===== config.mk =====
export PLATFORM = sky130hd
export DESIGN_NAME = sync_fifo
export DESIGN_NICKNAME = d
export VERILOG_FILES = /design/src/rtl/shared_package.sv /design/src/rtl/sync_fifo_mem.sv /design/src/rtl/sync_fifo.sv
export SDC_FILE = /design/constraint.sdc
export NUM_CORES = 1
export LEC_CHECK = 0
export CAP_MARGIN = 20
export CORE_ASPECT_RATIO = 1.25
export CORE_MARGIN = 5
export CORE_UTILIZATION = 53
export CTS_BUF_LIST = sky130_fd_sc_hd__clkbuf_2
export CTS_CLUSTER_DIAMETER = 50
export CTS_CLUSTER_SIZE = 30
export DETAILED_ROUTE_END_ITERATION = 8
export PLACE_DENSITY = 0.8
export SLEW_MARGIN = 20
export SYNTH_ARGS = -nofsm -noshare
export SYNTH_HDL_FRONTEND = slang
export SYNTH_HIERARCHICAL = 1
export SYNTH_SLANG_ARGS = --single-unit

===== constraint.sdc =====
create_clock -name clk -period 3.15 [get_ports clk]
set_input_delay 0.7875 -clock clk [delete_from_list [all_inputs] [get_ports clk]]
set_output_delay 0.7875 -clock clk [all_outputs]
set_load 0.05 [all_outputs]

===== src/rtl/shared_package.sv =====
// rtl/shared_package.sv - default FIFO geometry and data word type
package shared_package;

    localparam int DEF_FIFO_WIDTH = 16;
    localparam int DEF_FIFO_DEPTH = 8;

    typedef logic [DEF_FIFO_WIDTH-1:0] fifo_data_t;

endpackage


===== src/rtl/sync_fifo_mem.sv =====
// rtl/sync_fifo_mem.sv - FIFO storage array, one write port, one registered read port
module sync_fifo_mem #(
    parameter int WIDTH  = 16,
    parameter int DEPTH  = 8,
    parameter int ADDR_W = 3
) (
    input  logic              clk,
    input  logic              wr_en_i,
    input  logic [ADDR_W-1:0] wr_addr_i,
    input  logic [WIDTH-1:0]  wr_data_i,
    input  logic              rd_en_i,
    input  logic [ADDR_W-1:0] rd_addr_i,
    output logic [WIDTH-1:0]  rd_data_o
);

    logic [WIDTH-1:0] mem_q [DEPTH];
    logic [WIDTH-1:0] rd_data_q;

    always_ff @(posedge clk) begin
        if (wr_en_i) begin
            mem_q[wr_addr_i] <= wr_data_i;
        end
        if (rd_en_i) begin
            rd_data_q <= mem_q[rd_addr_i];
        end
    end

    assign rd_data_o = rd_data_q;

endmodule


===== src/rtl/sync_fifo.sv =====
// rtl/sync_fifo.sv - single-clock FIFO with occupancy flags and status pulses
// Optional macro FIFO_ASSERT_EN compiles in embedded protocol assertions.
module sync_fifo
    import shared_package::*;
#(
    parameter int FIFO_WIDTH = DEF_FIFO_WIDTH,
    parameter int FIFO_DEPTH = DEF_FIFO_DEPTH
) (
    input  logic                  clk,
    input  logic                  rst,
    input  logic                  wr_en,
    input  logic                  rd_en,
    input  logic [FIFO_WIDTH-1:0] data_in,
    output logic [FIFO_WIDTH-1:0] data_out,
    output logic                  wr_ack,
    output logic                  overflow,
    output logic                  underflow,
    output logic                  full,
    output logic                  almostfull,
    output logic                  empty,
    output logic                  almostempty
);

    localparam int AW = $clog2(FIFO_DEPTH);
    localparam int CW = AW + 1;

    logic [AW-1:0]         wr_ptr_q, wr_ptr_d;
    logic [AW-1:0]         rd_ptr_q, rd_ptr_d;
    logic [CW-1:0]         count_q, count_d;
    logic                  wr_ack_q, overflow_q, underflow_q;
    logic                  rd_valid_q;
    logic                  wr_accept, rd_accept;
    logic [FIFO_WIDTH-1:0] mem_rd_data;

    assign full        = (count_q == CW'(FIFO_DEPTH));
    assign almostfull  = (count_q == CW'(FIFO_DEPTH - 1));
    assign empty       = (count_q == '0);
    assign almostempty = (count_q == CW'(1));

    assign wr_accept = wr_en && !full;
    assign rd_accept = rd_en && !empty;

    always_comb begin
        wr_ptr_d = wr_ptr_q;
        rd_ptr_d = rd_ptr_q;
        count_d  = count_q;
        if (wr_accept) begin
            wr_ptr_d = wr_ptr_q + AW'(1);
        end
        if (rd_accept) begin
            rd_ptr_d = rd_ptr_q + AW'(1);
        end
        case ({wr_accept, rd_accept})
            2'b10:   count_d = count_q + CW'(1);
            2'b01:   count_d = count_q - CW'(1);
            default: count_d = count_q;
        endcase
    end

    always_ff @(posedge clk or posedge rst) begin
        if (rst) begin
            wr_ptr_q    <= '0;
            rd_ptr_q    <= '0;
            count_q     <= '0;
            wr_ack_q    <= 1'b0;
            overflow_q  <= 1'b0;
            underflow_q <= 1'b0;
            rd_valid_q  <= 1'b0;
        end else begin
            wr_ptr_q    <= wr_ptr_d;
            rd_ptr_q    <= rd_ptr_d;
            count_q     <= count_d;
            wr_ack_q    <= wr_accept;
            overflow_q  <= wr_en && full;
            underflow_q <= rd_en && empty;
            if (rd_accept) begin
                rd_valid_q <= 1'b1;
            end
        end
    end

    sync_fifo_mem #(
        .WIDTH  (FIFO_WIDTH),
        .DEPTH  (FIFO_DEPTH),
        .ADDR_W (AW)
    ) u_mem (
        .clk       (clk),
        .wr_en_i   (wr_accept),
        .wr_addr_i (wr_ptr_q),
        .wr_data_i (data_in),
        .rd_en_i   (rd_accept),
        .rd_addr_i (rd_ptr_q),
        .rd_data_o (mem_rd_data)
    );

    // The storage read register has no reset, so data_out reads zero until the first accepted read.
    assign data_out  = rd_valid_q ? mem_rd_data : '0;
    assign wr_ack    = wr_ack_q;
    assign overflow  = overflow_q;
    assign underflow = underflow_q;

`ifdef FIFO_ASSERT_EN
    a_count_max: assert property (@(posedge clk) disable iff (rst)
        count_q <= CW'(FIFO_DEPTH));
    a_full_empty: assert property (@(posedge clk) disable iff (rst)
        !(full && empty));
    a_overflow_cause: assert property (@(posedge clk) disable iff (rst)
        overflow |-> $past(wr_en && full));
    a_underflow_cause: assert property (@(posedge clk) disable iff (rst)
        underflow |-> $past(rd_en && empty));
    a_count_step: assert property (@(posedge clk) disable iff (rst)
        (count_q == $past(count_q)) ||
        (count_q == $past(count_q) + CW'(1)) ||
        (count_q == $past(count_q) - CW'(1)));
`endif

endmodule


==> results of run 1 <==
[cell type report]
class / instances / area (sq um) / area share (%)
Antenna cell: 1 / 2.50 / 0.0350
Clock buffer: 17 / 85.1 / 1.19
Clock inverter: 14 / 191 / 2.68
Inverter: 7 / 26.3 / 0.368
Multi-Input combinational cell: 113 / 1460 / 20.5
Sequential cell: 158 / 4680 / 65.5
Tap cell: 138 / 173 / 2.42
Timing Repair Buffer: 53 / 527 / 7.37
[cell usage after synthesis (2+ instances only)]
master / n / area, sq um
dfrtp_1: 14 / 350
mux4_1: 28 / 736
and2_1: 18 / 113
buf_1: 4 / 15.0
nor2_1: 9 / 33.8
ha_1: 6 / 75.1
nand3_1: 2 / 10.0
mux2_2: 18 / 203
mux4_2: 4 / 90.1
xnor2_1: 6 / 52.6
edfxtp_1: 144 / 4320
xor2_1: 2 / 17.5
buf_6: 4 / 45.0
nand2b_1: 4 / 25.0
nand2_1: 6 / 22.5
inv_1: 7 / 26.3
nor3_1: 2 / 10.0
[logic make-up after synthesis]
family | Yosys count | share of synthesized area, %
compound gates | 2 | 0.221
xor+xnor | 8 | 1.13
fa+ha+maj | 6 | 1.21
buf+inv | 17 | 1.53
flops | 158 | 75.1
mux | 51 | 16.7
simple gates | 46 | 4.10
[routing by layer]
| layer | GRT usage (%) | routed length, um | vias to the layer above |
|---|---|---|---|
| li1 | - | - | 1298 |
| met1 | 19.7 | 4250 | 1442 |
| met2 | 26.9 | 5830 | 79 |
| met3 | 4.86 | 569 | 8 |
| met4 | 5.12 | 111 | 0 |
| met5 | 0 | 0 | - |
[cells in the final DEF, fill, tap and decap left out, types with 6 or more instances in the layout]
master           synthesis  final
edfxtp_1               144    144
mux4_1                  28     28
clkdlybuf4s50_1          0     22
and2_1                  18     18
mux2_2                  18     18
clkbuf_2                 1     18
dlymetal6s2s_1           0     15
dfrtp_1                 14     13
buf_4                    0     11
nor2_1                   9      9
inv_1                    7      7
nand2_1                  6      6
xnor2_1                  6      6
ha_1                     6      6
[critical path, delay by kind of cell (launching register included)]
kind / cells / cell delay (ns)
flops: 1 / 0.50
simple gates: 1 / 0.40
buf+inv: 3 / 0.39
fa+ha+maj: 1 / 0.20
[state kept, by name, indices dropped and copies added (netlist names)]
| name | flops |
|---|---|
| count_q | 4 |
| wr_ptr_q | 3 |
| underflow | 1 |
| rd_ptr_q | 3 |
| rd_valid_q | 1 |
| overflow | 1 |
| wr_ack | 1 |
| u_mem/rd_data_o | 16 |
| u_mem/mem_q | 128 |
[worst max path at each step]
stage                          start                end  slack, ns  depth (start not counted)
after floorplan           count_q[0]  u_mem/mem_q[0][0]       0.50                          7
after global placement    count_q[0]              empty       0.45                          5
after detailed placement  count_q[0]              empty       0.40                          5
after CTS                 rd_valid_q        data_out[2]      0.002                          2
after global routing      count_q[0]              empty       0.03                          5
final                     count_q[0]              empty       0.20                          5
[where the power goes]
group	switching, mW	total (mW)	internal [mW]
Combinational	1.19	2.14	0.956
Sequential	0.209	3.00	2.79
Clock	0.679	1.20	0.519
[repair_timing]
item | CTS | global route
setup endpoints to repair | 19 | 17
gates resized for setup | 9 | 18
pin swaps | 0 | 0
==> summary.md, run 1 <==
| Metric | Value |
|---|---|
| Post-synth EDFFs | `between 100 and 150` |
| Dpl cells | `~470` |
| Leakage power | `2.62 nW` |
| Reg2reg path depth | `9` |
| Synthesized flop and latch total | `about 160` |
| Max incr delay on CP | `about 0.5 ns` |
| CP max stage cell | `dfrtp_1` |
| Setup ws final | `slightly below 0.2 ns` |
| Hold_buf cts | `0` |
| Setup TNS | `0 ns` |
| Drt wl/cell | `approximately 21 um` |
| Die W | `107 um` |
| CP Capture Type | `output pin` |
| Final core occ | `~62%` |
| Final hold slack | `0.400 ns` |
| FF-to-FF Start | `count_q[0]` |
| CTS tree | `done` |
| Via-to-Cell Ratio | `5.64` |
| Final Setup Violations | `0` |
| Mapped Cells | `288` |
| DRT Pass-1 Iters | `4` |
| Max_slew headroom | `between 30 and 40%` |
| Crit-path max FO | `6` |
| First-pass GRT wire length | `between 15000 and 20000 um` |
| H-tree depth | `4` |
| DR vias | `approximately 2800` |
| Final antenna-violating net count | `0` |
| Cell Count, Final, Fillers Out | `about 500` |
| Setup Slack @ Placement | `~0.4 ns` |
| GRT Util Overall | `~16%` |
| Core Region | `approximately 12000 sq um` |
| Clk_skew | `between 0.03 and 0.04 ns` |
| Die area | `about 14000 sq um` |
| Largest net degree at the start of global routing | `35` |
| Synth Cell Area | `roughly 6200 sq um` |
| Layout fillers | `798` |
| Initial antenna violation count | `1` |
| Postcts setup bufs | `0` |
| Status | `complete, no violations` |
| Initial drt markers | `approximately 170` |
| Clock Sinks | `158` |
| Async S/R FF share, synth | `under 10%` |
| Root buffer cell | `clkbuf_2` |
| Count of different cell masters after synthesis | `27` |
| Initial core utilization | `a little over half` |
| Max Freq | `0.339 GHz` |
| WP data arrival | `between 2 and 2.5 ns` |
| Deepest clock path buffer count | `2` |
| Hold Crit Class | `input port to asynchronous set/reset pin` |
| Max Cap Viol | `0` |
| Final hold vios | `0` |
| Post-Syn Area per Cell | `21.6 sq um` |
| Total CTS buffers | `17` |
| WS Path Type | `flop to output pin` |
| Worst-path cell chain | `inv_1 -> ha_1 -> or3b_1 -> inv_1 -> buf_2` |
| Data required time of the worst path | `approximately 2.4 ns` |
| HPWL Detailed | `~6000 um` |
| Net Count, Synth | `around 310` |
| Overflow after GRT | `0` |
| Tcrit/Tclk final | `93.7%` |
| DRC | `0` |
| Peak VDD IR | `roughly 0.34 mV` |
| Final Cell Area | `~7100 sq um` |
| PwrDens | `between 800 and 900 nW/um^2` |
| Dpl cell area | `6840 sq um` |
| Final WL | `between 10000 and 15000 um` |
| Worst slew pin tran | `between 0.9 and 1 ns` |
| Crit path launch type | `flop` |
| Nets@finish | `between 300 and 400` |
| Total power | `~6.3 mW` |
| Final slew viol count | `0` |
| Seq/Total Area, Yosys | `about three quarters` |
| YS warnings | `6` |
| Area grow syn2layout | `14.8%` |
| Ys flop type | `edfxtp_1` |
| Layout cells sized above 1 | `between 10% and 20%` |
| Insertion delay to the later sink of the worst-skew pair | `0.67 ns` |
| R2R setup slack | `0.87 ns` |
| Gpl congestion | `between 0.7 and 0.8` |
| CP dominant cell by count | `inv_1` |
| Number of global-route vias before repair | `2905` |
| RSZ-0062 raised after global routing | `false` |
| Io pins | `43` |
| Final Critical Period | `just under 3 ns` |
| CTS clock-pin slew for the worst setup and hold paths | `0.23 ns` |
| Die H | `131 um` |
| Worst R2R End | `count_q[3]` |
| Row Count | `between 40 and 50` |
| IO buf count | `42` |
(Power assumes the default switching activity.)
==> inputs of run 2 (changes only) <==
CTS_CLUSTER_SIZE = 16   (was 30)
GPL_ROUTABILITY_DRIVEN = 0   (was default)
SKIP_CTS_REPAIR_TIMING = 1   (was default)
==> run 2 against run 1 <==
  * Fmax is 0.63% lower
  * Via count is 0.35% higher
  * Critical path depth stayed put
  * Utilization is 0.16 points higher
  * First-iteration DRC count is 2.4% lower
  * Final area is 0.26% higher
  * Register-to-register slack hardly changed
  * Largest cell class unchanged
==> summary.md, run 2 (synthesis gave the netlist of run 1 again) <==
| Metric | Value |
|---|---|
| Deepest clock path buffer count | `2 (unchanged)` |
| Peak VDD IR | `0.343 mV (+0.41%)` |
| Status | `complete, no violations` |
| Data required time of the worst path | `2.36 ns (about the same)` |
| CP Capture Type | `output pin` |
| Clk_skew | `0.0322 ns (-0.00471 ns)` |
| WP data arrival | `2.18 ns (+0.02 ns)` |
| RSZ-0062 raised after global routing | `false` |
| Final hold vios | `0 (unchanged)` |
| Reg2reg path depth | `9 (unchanged)` |
| Insertion delay to the later sink of the worst-skew pair | `0.67 ns (about the same)` |
| Leakage power | `2.67 nW (+1.7%)` |
| Setup ws final | `0.179 ns (-0.0188 ns)` |
| Max Freq | `0.337 GHz (-0.63%)` |
| DRT Pass-1 Iters | `7 (+3)` |
| Max Cap Viol | `0 (unchanged)` |
| Initial antenna violation count | `1 (unchanged)` |
| GRT Util Overall | `15.9% (unchanged)` |
| Layout cells sized above 1 | `18.5% (-0.28 points)` |
| Crit-path max FO | `6 (unchanged)` |
| WS Path Type | `flop to output pin` |
| Largest net degree at the start of global routing | `35 (unchanged)` |
| Commonest non-fill, non-tap cells in the layout | `144 x edfxtp_1, 28 x mux4_1, 22 x clkdlybuf4s50_1` |
| Final antenna-violating net count | `0 (unchanged)` |
| Die area | `14000 sq um (unchanged)` |
| IO buf count | `42 (unchanged)` |
| Die W | `107 um (unchanged)` |
| CTS tree | `done` |
| Max reg flops | `128 (unchanged)` |
| Max_slew headroom | `37.6% (+0.055 points)` |
| Core Region | `11600 sq um (unchanged)` |
| HPWL Detailed | `6100 um (unchanged)` |
| Overflow after GRT | `0 (unchanged)` |
| Dpl cells | `469 (unchanged)` |
| Final Setup Violations | `0 (unchanged)` |
| Worst slew pin tran | `0.936 ns (-0.000827 ns)` |
| Initial drt markers | `161 (-2.4%)` |
| Root buffer cell | `clkbuf_2` |
| Number of global-route vias before repair | `2905 (unchanged)` |
| Setup Slack @ Placement | `0.399 ns (unchanged)` |
| Total CTS buffers | `17 (unchanged)` |
| Clock Sinks | `158 (unchanged)` |
| Commonest non-fill, non-tap cell in the layout | `edfxtp_1` |
| Io pins | `43 (unchanged)` |
| Nets@finish | `376 (unchanged)` |
| Max Used Layer | `met4` |
| Cell Count, Final, Fillers Out | `501 (unchanged)` |
| Initial core utilization | `53.8% (unchanged)` |
| Final WL | `10900 um (+1.2%)` |
| Area grow syn2layout | `15.1%` |
| Die H | `131 um (unchanged)` |
| Row Count | `44 (unchanged)` |
| Biggest register | `u_mem/mem_q` |
| H-tree depth | `4 (unchanged)` |
| Metal3 WL | `406 um (-29%)` |
| Drt wl/cell | `21.7 um (+1.2%)` |
| Tcrit/Tclk final | `94.3% (+0.60 points)` |
| PwrDens | `888 nW/um^2 (about the same)` |
| WL met2 | `5840 um (about the same)` |
| DRC | `0 (unchanged)` |
| Hold Crit Class | `input port to asynchronous set/reset pin` |
| Final Critical Period | `2.97 ns (+0.0188 ns)` |
| Crit path launch type | `flop` |
| Layout fillers | `798 (unchanged)` |
| Via-to-Cell Ratio | `5.66 (+0.35%)` |
| DR vias | `2837 (+0.35%)` |
| First-pass GRT wire length | `16200 um (unchanged)` |
| Met1 wire length | `4550 um (+7.0%)` |
| CTS clock-pin slew for the worst setup and hold paths | `0.23 ns (about the same)` |
| Final slew viol count | `0 (unchanged)` |
-- run 2: cell count changes in the layout (fill, tap and decap cells not counted) --
| cell | before | now |
|---|---|---|
| buf_2 | 1 | 0 |
| dlymetal6s2s_1 | 15 | 19 |
| dlygate4sd2_1 | 3 | 0 |
-- run 2: area by class of cell --
type / instances / area [sq um] / area share (%)
Timing Repair Buffer: 53 / 546 / 7.62
Antenna cell: 1 / 2.50 / 0.0349
Tap cell: 138 / 173 / 2.41
Clock buffer: 17 / 85.1 / 1.19
Inverter: 7 / 26.3 / 0.367
Clock inverter: 14 / 191 / 2.67
Sequential cell: 158 / 4680 / 65.3
Multi-Input combinational cell: 113 / 1460 / 20.4
-- run 2: metal layers --
metal | GRT usage (%) | vias to the layer above
met5 | 0 | -
met4 | 5.12 | 0
met3 | 4.86 | 6
met2 | 26.9 | 66
met1 | 19.7 | 1467
li1 | - | 1298
-- run 2: worst paths after layout --
kind	start	to	slack, ns
max	count_q[0]	empty	0.18
min	rst	underflow	0.40
max reg2reg	count_q[0]	count_q[3]	0.87
min reg2reg	wr_ptr_q[2]	wr_ptr_q[2]	0.54
max in group asynchronous	rst	rd_valid_q	2.35
min in group clk	wr_ptr_q[2]	wr_ptr_q[2]	0.54
-- run 2: power breakdown --
group / total [mW] / switching [mW] / leakage (nW) / internal [mW]
clock: 1.20 / 0.679 / 0.156 / 0.519
sequential: 3.00 / 0.211 / 1.48 / 2.79
combinational: 2.16 / 1.19 / 1.03 / 0.969
total: 6.36 / 2.08 / 2.67 / 4.28
-- run 2: through the flow --
stage          hold slack, ns  util, %  setup TNS (ns)  total power [mW]  area (sq um)
5_1_grt                 0.386     61.9               0              6.65          7160
2_1_floorplan           0.458        -               0              4.60          6220
3_5_place_dp            0.516     59.2               0              5.24          6840
6_report                0.403     61.9               0              6.36          7160
3_3_place_gp            0.488     59.2               0              5.17          6840
4_1_cts                 0.353     61.5           -3.54              6.43          7120
-- run 2: critical path, cell delays in order (launching register included) --
cell,delay [ns]
dfrtp_1,0.50
inv_1,0.08
ha_1,0.20
or3b_1,0.40
inv_1,0.07
clkbuf_2,0.27
